--- src/rtl/mips32_prog_loader_if.sv ---
// Host byte stream and Mem write port of the program loader.
// The loader sits on the slave side: it consumes the stream and drives the Mem write port.
interface mips32_prog_loader_if #(
  parameter int ADDR_W = 10
);
  logic              s_valid;
  logic [7:0]        s_data;
  logic              s_ready;
  logic              mem_we;
  logic [ADDR_W-1:0] mem_addr;
  logic [31:0]       mem_wdata;

  modport master (
    output s_valid, s_data,
    input  s_ready, mem_we, mem_addr, mem_wdata
  );

  modport slave (
    input  s_valid, s_data,
    output s_ready, mem_we, mem_addr, mem_wdata
  );
endinterface

--- src/rtl/mips32_prog_loader.sv ---
// Boot loader for the MIPS32 core: packs host bytes into words, writes Mem,
// launches the core at the load base and watches for HLT with a watchdog.
//
// state   | meaning
// IDLE    | waiting for load_start, core held
// LOAD    | accepting bytes, writing one word per 4 bytes
// RELEASE | one-cycle core_start pulse with core_pc = base
// RUN     | core running, watchdog counting
// DONE    | core halted normally
// ERR     | bad range or watchdog expiry, core held
module mips32_prog_loader #(
  parameter int ADDR_W      = 10,
  parameter int DEPTH       = 1024,
  parameter int TIMEOUT_CYC = 4096
) (
  input  logic                clk1,
  input  logic                rst,
  input  logic                load_start,
  input  logic [ADDR_W-1:0]   load_base,
  input  logic [ADDR_W:0]     load_count,
  mips32_prog_loader_if.slave bus,
  output logic                core_hold,
  output logic                core_start,
  output logic [31:0]         core_pc,
  input  logic                core_halted,
  output logic                busy,
  output logic                done,
  output logic [1:0]          error,
  output logic [31:0]         checksum
);

  typedef enum logic [2:0] {
    S_IDLE, S_LOAD, S_RELEASE, S_RUN, S_DONE, S_ERR
  } state_t;

  localparam logic [ADDR_W+1:0] DEPTH_LIM = (ADDR_W+2)'(DEPTH);
  localparam logic [31:0]       TO_LIM    = 32'(TIMEOUT_CYC) - 32'd1;

  state_t            state, state_d;
  logic [ADDR_W-1:0] base_q;
  logic [ADDR_W:0]   cnt_q;
  logic [ADDR_W:0]   words_q;
  logic [1:0]        byte_cnt;
  logic [23:0]       shreg;
  logic              mem_we_q;
  logic [ADDR_W-1:0] mem_addr_q;
  logic [31:0]       mem_wdata_q;
  logic [31:0]       wd;

  logic              start_acc;
  logic              range_bad;
  logic              byte_acc;
  logic              s_ready_c;
  logic              wd_timeout;
  logic [ADDR_W+1:0] end_addr;
  logic [ADDR_W-1:0] wr_addr;

  // one bit of headroom beyond base+count so the range check never wraps
  assign end_addr   = {2'b00, load_base} + {1'b0, load_count};
  assign range_bad  = (load_count == '0) || (end_addr > DEPTH_LIM);
  assign start_acc  = load_start &&
                      (state == S_IDLE || state == S_DONE || state == S_ERR);
  assign wr_addr    = base_q + words_q[ADDR_W-1:0];
  assign s_ready_c  = !rst && (state == S_LOAD) && (words_q != cnt_q);
  assign byte_acc   = bus.s_valid && s_ready_c;
  assign wd_timeout = (TIMEOUT_CYC != 0) && (state == S_RUN) && !core_halted &&
                      (wd >= TO_LIM);

  always_ff @(posedge clk1) begin
    if (rst) state <= S_IDLE;
    else     state <= state_d;
  end

  always_comb begin
    state_d = state;
    case (state)
      S_IDLE, S_DONE, S_ERR:
        if (start_acc) state_d = range_bad ? S_ERR : S_LOAD;
      S_LOAD:
        if (mem_we_q && (words_q == cnt_q)) state_d = S_RELEASE;
      S_RELEASE:
        state_d = S_RUN;
      S_RUN:
        if (core_halted)     state_d = S_DONE;
        else if (wd_timeout) state_d = S_ERR;
      default:
        state_d = S_IDLE;
    endcase
  end

  always_ff @(posedge clk1) begin
    if (rst) begin
      base_q      <= '0;
      cnt_q       <= '0;
      words_q     <= '0;
      byte_cnt    <= '0;
      shreg       <= '0;
      mem_we_q    <= 1'b0;
      mem_addr_q  <= '0;
      mem_wdata_q <= '0;
      checksum    <= '0;
      error       <= 2'b00;
      wd          <= '0;
    end else begin
      mem_we_q <= 1'b0;
      if (mem_we_q) checksum <= checksum + mem_wdata_q;
      if (start_acc) begin
        if (range_bad) begin
          error <= 2'b01;
        end else begin
          base_q   <= load_base;
          cnt_q    <= load_count;
          words_q  <= '0;
          byte_cnt <= '0;
          checksum <= '0;
          error    <= 2'b00;
        end
      end
      if (byte_acc) begin
        if (byte_cnt == 2'd3) begin
          mem_we_q    <= 1'b1;
          mem_addr_q  <= wr_addr;
          mem_wdata_q <= {shreg, bus.s_data};
          words_q     <= words_q + 1'b1;
          byte_cnt    <= 2'd0;
        end else begin
          shreg    <= {shreg[15:0], bus.s_data};
          byte_cnt <= byte_cnt + 2'd1;
        end
      end
      // wd holds the number of cycles elapsed since the RELEASE cycle
      if (state == S_RELEASE)  wd <= 32'd1;
      else if (state == S_RUN) wd <= wd + 32'd1;
      if (wd_timeout) error <= 2'b10;
    end
  end

  assign bus.s_ready   = s_ready_c;
  assign bus.mem_we    = mem_we_q;
  assign bus.mem_addr  = mem_addr_q;
  assign bus.mem_wdata = mem_wdata_q;

  assign core_start = !rst && (state == S_RELEASE);
  assign core_pc    = core_start ? 32'(base_q) : 32'd0;
  assign core_hold  = rst || !(state == S_RELEASE || state == S_RUN || state == S_DONE);
  assign busy       = (state == S_LOAD) || (state == S_RELEASE) || (state == S_RUN);
  assign done       = (state == S_DONE);

endmodule

--- src/flat_wrapper.sv ---
// flat-port wrapper written by rule: the top's interface ports become plain ports
module mips32_prog_loader_flat 
#(
  parameter int ADDR_W      = 10,
  parameter int DEPTH       = 1024,
  parameter int TIMEOUT_CYC = 4096
)
  (clk1, rst, load_start, load_base, load_count, core_hold, core_start, core_pc, core_halted, busy, done, error, checksum, bus_s_valid, bus_s_data, bus_s_ready, bus_mem_we, bus_mem_addr, bus_mem_wdata);
  mips32_prog_loader_if #(.ADDR_W(ADDR_W)) bus_i ();
  input  logic clk1;
  input  logic rst;
  input  logic load_start;
  input  logic [ADDR_W-1:0] load_base;
  input  logic [ADDR_W:0] load_count;
  output logic core_hold;
  output logic core_start;
  output logic [31:0] core_pc;
  input  logic core_halted;
  output logic busy;
  output logic done;
  output logic [1:0] error;
  output logic [31:0] checksum;
  input wire logic [$bits(bus_i.s_valid)-1:0] bus_s_valid;
  input wire logic [$bits(bus_i.s_data)-1:0] bus_s_data;
  output wire logic [$bits(bus_i.s_ready)-1:0] bus_s_ready;
  output wire logic [$bits(bus_i.mem_we)-1:0] bus_mem_we;
  output wire logic [$bits(bus_i.mem_addr)-1:0] bus_mem_addr;
  output wire logic [$bits(bus_i.mem_wdata)-1:0] bus_mem_wdata;
  assign bus_i.s_valid = bus_s_valid;
  assign bus_i.s_data = bus_s_data;
  assign bus_s_ready = bus_i.s_ready;
  assign bus_mem_we = bus_i.mem_we;
  assign bus_mem_addr = bus_i.mem_addr;
  assign bus_mem_wdata = bus_i.mem_wdata;
  mips32_prog_loader #(.ADDR_W(ADDR_W), .DEPTH(DEPTH), .TIMEOUT_CYC(TIMEOUT_CYC)) u_core (.clk1(clk1), .rst(rst), .load_start(load_start), .load_base(load_base), .load_count(load_count), .bus(bus_i), .core_hold(core_hold), .core_start(core_start), .core_pc(core_pc), .core_halted(core_halted), .busy(busy), .done(done), .error(error), .checksum(checksum));
endmodule
--- config.mk ---
export PLATFORM = sky130hd
export DESIGN_NAME = mips32_prog_loader_flat
export DESIGN_NICKNAME = d
export VERILOG_FILES = /design/src/rtl/mips32_prog_loader_if.sv /design/src/rtl/mips32_prog_loader.sv /design/src/flat_wrapper.sv
export SDC_FILE = /design/constraint.sdc
export NUM_CORES = 1
export LEC_CHECK = 0
export CAP_MARGIN = 20
export CORE_MARGIN = 2
export CORE_UTILIZATION = 45
export DETAILED_ROUTE_END_ITERATION = 6
export PLACE_DENSITY = 0.68
export SETUP_SLACK_MARGIN = 0.1
export SYNTH_ARGS = -nofsm -noshare
export SYNTH_HDL_FRONTEND = slang
export SYNTH_SLANG_ARGS = --single-unit
export TNS_END_PERCENT = 30
--- constraint.sdc ---
create_clock -name clk1 -period 4.35 [get_ports clk1]
set_input_delay 1.305 -clock clk1 [delete_from_list [all_inputs] [get_ports clk1]]
set_output_delay 1.305 -clock clk1 [all_outputs]
set_load 0.05 [all_outputs]
==> results by group, run 1 <==
Logic synthesis
  • Combinational family with the most area after synthesis: simple AND/OR/NAND/NOR gates
  • Top cell type by total area after synthesis: dfxtp_1
  • Portion of the post-synthesis area used by sequential elements: 0.3711
  • Number of enable-type register cells in the synthesized netlist: 0
  • Multiplexer share of the synthesized area: 0.04271
  • Synth area leaders: dfxtp_1 (37%), nand2_1 (7.7%), ha_1 (7.2%)
  • Adder-cell share of the synthesized area: 0.07886
  • Distinct cell type count of the synthesized netlist: 64
  • Flip-flop and latch count after synthesis: 170
  • Simple-gate share of the synthesized area: 0.2238
  • Most instantiated flip-flop cell in the synthesis netlist: dfxtp_1
  • Area fraction in compound gates after synthesis: 0.1647
  • XOR/XNOR Fraction of Synth Area: 0.07163
  • Warnings from Yosys: 0
  • Synthesized area per cell: 8.065 µm²
  • Share of synthesized flip-flops with an asynchronous set or reset: 0
  • Area share of the leading cell type in the synthesized netlist: 0.3711
  • Cell count after synthesis: 1137
  • Post-Syn Area: 9170 µm²

Critical path
  • Arrival time at the worst endpoint: 4.41 ns
  • Kind of critical path: primary input to flop
  • Kind of launch point of the worst setup path: primary input
  • Capturing element type of the critical path: flop
  • Largest driver fanout on the critical path: 16
  • Worst EP required: 4.66 ns

Route
  • Initial DRC Count: 568
  • DR vias/cell: 5.297
  • Detail Route Antenna Nets: 0
  • Total via count after detailed routing: 8178
  • DRT Pass-1 Iters: 7
  • Detailed-route wire length: 22.83 mm
  • Average wire per cell in the routed design: 14.79 µm
  • DRC viols: 0

Global routing
  • Number of global-route vias before repair: 7463
  • First-pass GRT wire length: 37.01 mm
  • Antenna violations before repair: 0
  • GRT Residual Overflow: 0
  • Maximum number of pins on one net before global-route repair: 95
  • All-layer global routing usage: 0.2089

Pwr
  • Pleak: 4.572 nW
  • Overall power: 0.003535 W
  • Power Density: 308.6 nW/µm²
  • IR drop worst, VDD: 0.0002766 V

Floorplanning
  • Die extent in y: 146.8 µm
  • Width of the chip: 146.8 µm
  • Number of standard-cell rows in the floorplan: 52
  • Die footprint: 21540 µm²
  • IO Pins: 148
  • Area of the placeable core: 20100 µm²
  • Initial core utilization: 0.4561

Clocking
  • Clock root buffer: clkbuf_16
  • Htree depth: 4
  • Buffer levels on the longest clock path: 2
  • Buffers inserted by post-CTS timing repair: 0
  • Num CTS Buffers: 17
  • Clock transition at the registers of the reported paths: 0.06 ns
  • Clock sink count: 170
  • Count of hold-fix buffers inserted at cts: 0
  • Clock network latency to the later pin of the worst-skew pair: 0.43 ns
  • TritonCTS clock tree: yes

Status
  • Outcome: completed

STA
  • Fmax achieved: 0.2441 GHz
  • Worst Skew: 0.006969 ns
  • Period utilization: 0.9418
  • Final Critical Period: 4.097 ns
  • Headroom to the max-slew limit: 0.3548
  • RSZ-0062 raised after global routing: no
  • Final Max Tran Viols: 0
  • Final setup violation count: 0
  • Slew @ Worst Pin: 0.9679 ns
  • Hold Fails Final Rpt: 0

Place
  • Port Buffer Count: 125
  • Half-perimeter wire length after placement: 16.20 mm
  • Placed Instances: 1511
  • Placed cell area: 10820 µm²
  • Routability Congestion: 0.8655

Finish
  • Ratio of cells with drive above 1 in the final layout: 0.06907
  • Sequential standard cell area: 3405 µm²
  • Commonest cells after routing, fill and taps aside: nand2_1 (187), dfxtp_1 (169), nor2_1 (137)
  • Leading cell type in the layout, fill and taps excluded: nand2_1
  • Layout Nets: 1351
  • Area taken by multi-input logic gates: 5479 µm²
  • Count of filler cells inserted in the layout: 1854
  • Final non-filler cell total: 1544
  • Layout Area Growth over Synthesis: 24.93%
  • Number of antenna cells inserted: 0
  • Post-Layout Inst Area: 11460 µm²
  • Final standard cell utilization of the core: 0.5698

Run
  • Max-Cap Viols: 0

Min path
  • Class of the worst hold path: flop to flop
[stage by stage]
stage	hold slack (ns)	setup TNS, ns	setup WS, ns
after floorplan	0.4322	0	0.1879
after global placement	0.4430	-17.22	-0.3633
after detailed placement	0.4502	-23.28	-0.4581
after CTS	0.4605	0	0.1230
after global routing	0.4816	0	0.07407
final	0.4593	0	0.2531
[registers in the layout, summed over array words and instances, names as in the netlist, 2 cells and up]
signal / count
u_core.bus.mem_wdata: 32
u_core.shreg: 24
u_core.base_q: 10
u_core.byte_cnt: 2
u_core.words_q: 11
u_core.bus.mem_addr: 10
u_core.state: 3
u_core.error: 2
u_core.wd: 32
u_core.cnt_q: 11
u_core.checksum: 32
[metal layers]
layer | track usage | wire length [µm] | vias to the layer above | part of all wire
met3 | 0.03416 | 936 | 28 | 0.041
met5 | 0 | 0 | - | 0
li1 | - | - | 4131 | -
met2 | 0.3397 | 10670 | 170 | 0.47
met4 | 0.06214 | 350 | 0 | 0.015
met1 | 0.2865 | 10870 | 3849 | 0.48
[power by group]
part	internal [W]	switching (W)
sequential	0.00158	0.0000348
combinational	0.000175	0.000278
clock	0.000830	0.000633
total	0.00259	0.000946
[kinds of logic (layout without fill, tap and decap cells)]
logic type / after synthesis / after routing
simple gates: 461 / 461
compound gates: 248 / 248
flops: 170 / 170
buf+inv: 87 / 203
xor+xnor: 75 / 75
fa+ha+maj: 56 / 56
mux: 39 / 39
other cells: 1 / 22
[synth_stat cells (18+ instances only)]
library cell / number
nand3_1: 25
buf_4: 23
a21oi_1: 124
xor2_1: 35
inv_1: 22
nor3_1: 18
nor2_1: 137
dfxtp_1: 170
clkbuf_1: 36
o21ai_0: 25
mux2i_1: 38
ha_1: 53
a21o_1: 20
nand2_1: 189
xnor2_1: 40
[worst max-delay path: stages]
cell and delay [ns]:
clkdlybuf4s50_1 0.48, ha_1 0.17, inv_1 0.06, fa_2 0.36, nand2b_1 0.17, a21oi_1 0.19, mux2_4 0.34, a211o_1 0.28
nor3b_1 0.24, a31o_2 0.23, a21oi_4 0.09, nand2_2 0.19, buf_12 0.19, o22ai_1 0.10
[final cells by class]
type	instances	area share
clock inverters	11	0.008410
repair buffers	148	0.1381
multi-input cells	901	0.4783
well taps	270	0.02949
inverters	23	0.007536
flip-flops and latches	170	0.2972
clock buffers	21	0.04107
[final timing paths]
check | start | endpoint | slack (ns) | cells after the start
min reg2reg | u_core.error[1]$_SDFFE_PP0P_ | u_core.error[1]$_SDFFE_PP0P_ | 0.46 | 2
max reg2reg | u_core.bus.mem_wdata[0]$_SDFFE_PP0P_ | u_core.checksum[30]$_SDFF_PP0_ | 0.88 | 12
min | u_core.error[1]$_SDFFE_PP0P_ | u_core.error[1]$_SDFFE_PP0P_ | 0.46 | 2
max | load_base[0] | u_core.checksum[21]$_SDFF_PP0_ | 0.25 | 14
[timing repair]
action / CTS / global route
cloned: 0 / 1
pin swaps: 0 / 1
gates resized for setup: 2 / 10
setup endpoints to repair: 29 / 64
No activity file was read; power rests on OpenSTA's default activity.
==> run 2, diff against run 1 <==
- GPL_ROUTABILITY_DRIVEN: unset -> 0
==> results of run 2 <==
Final layout, timing and power as in run 1 (identical DEF).
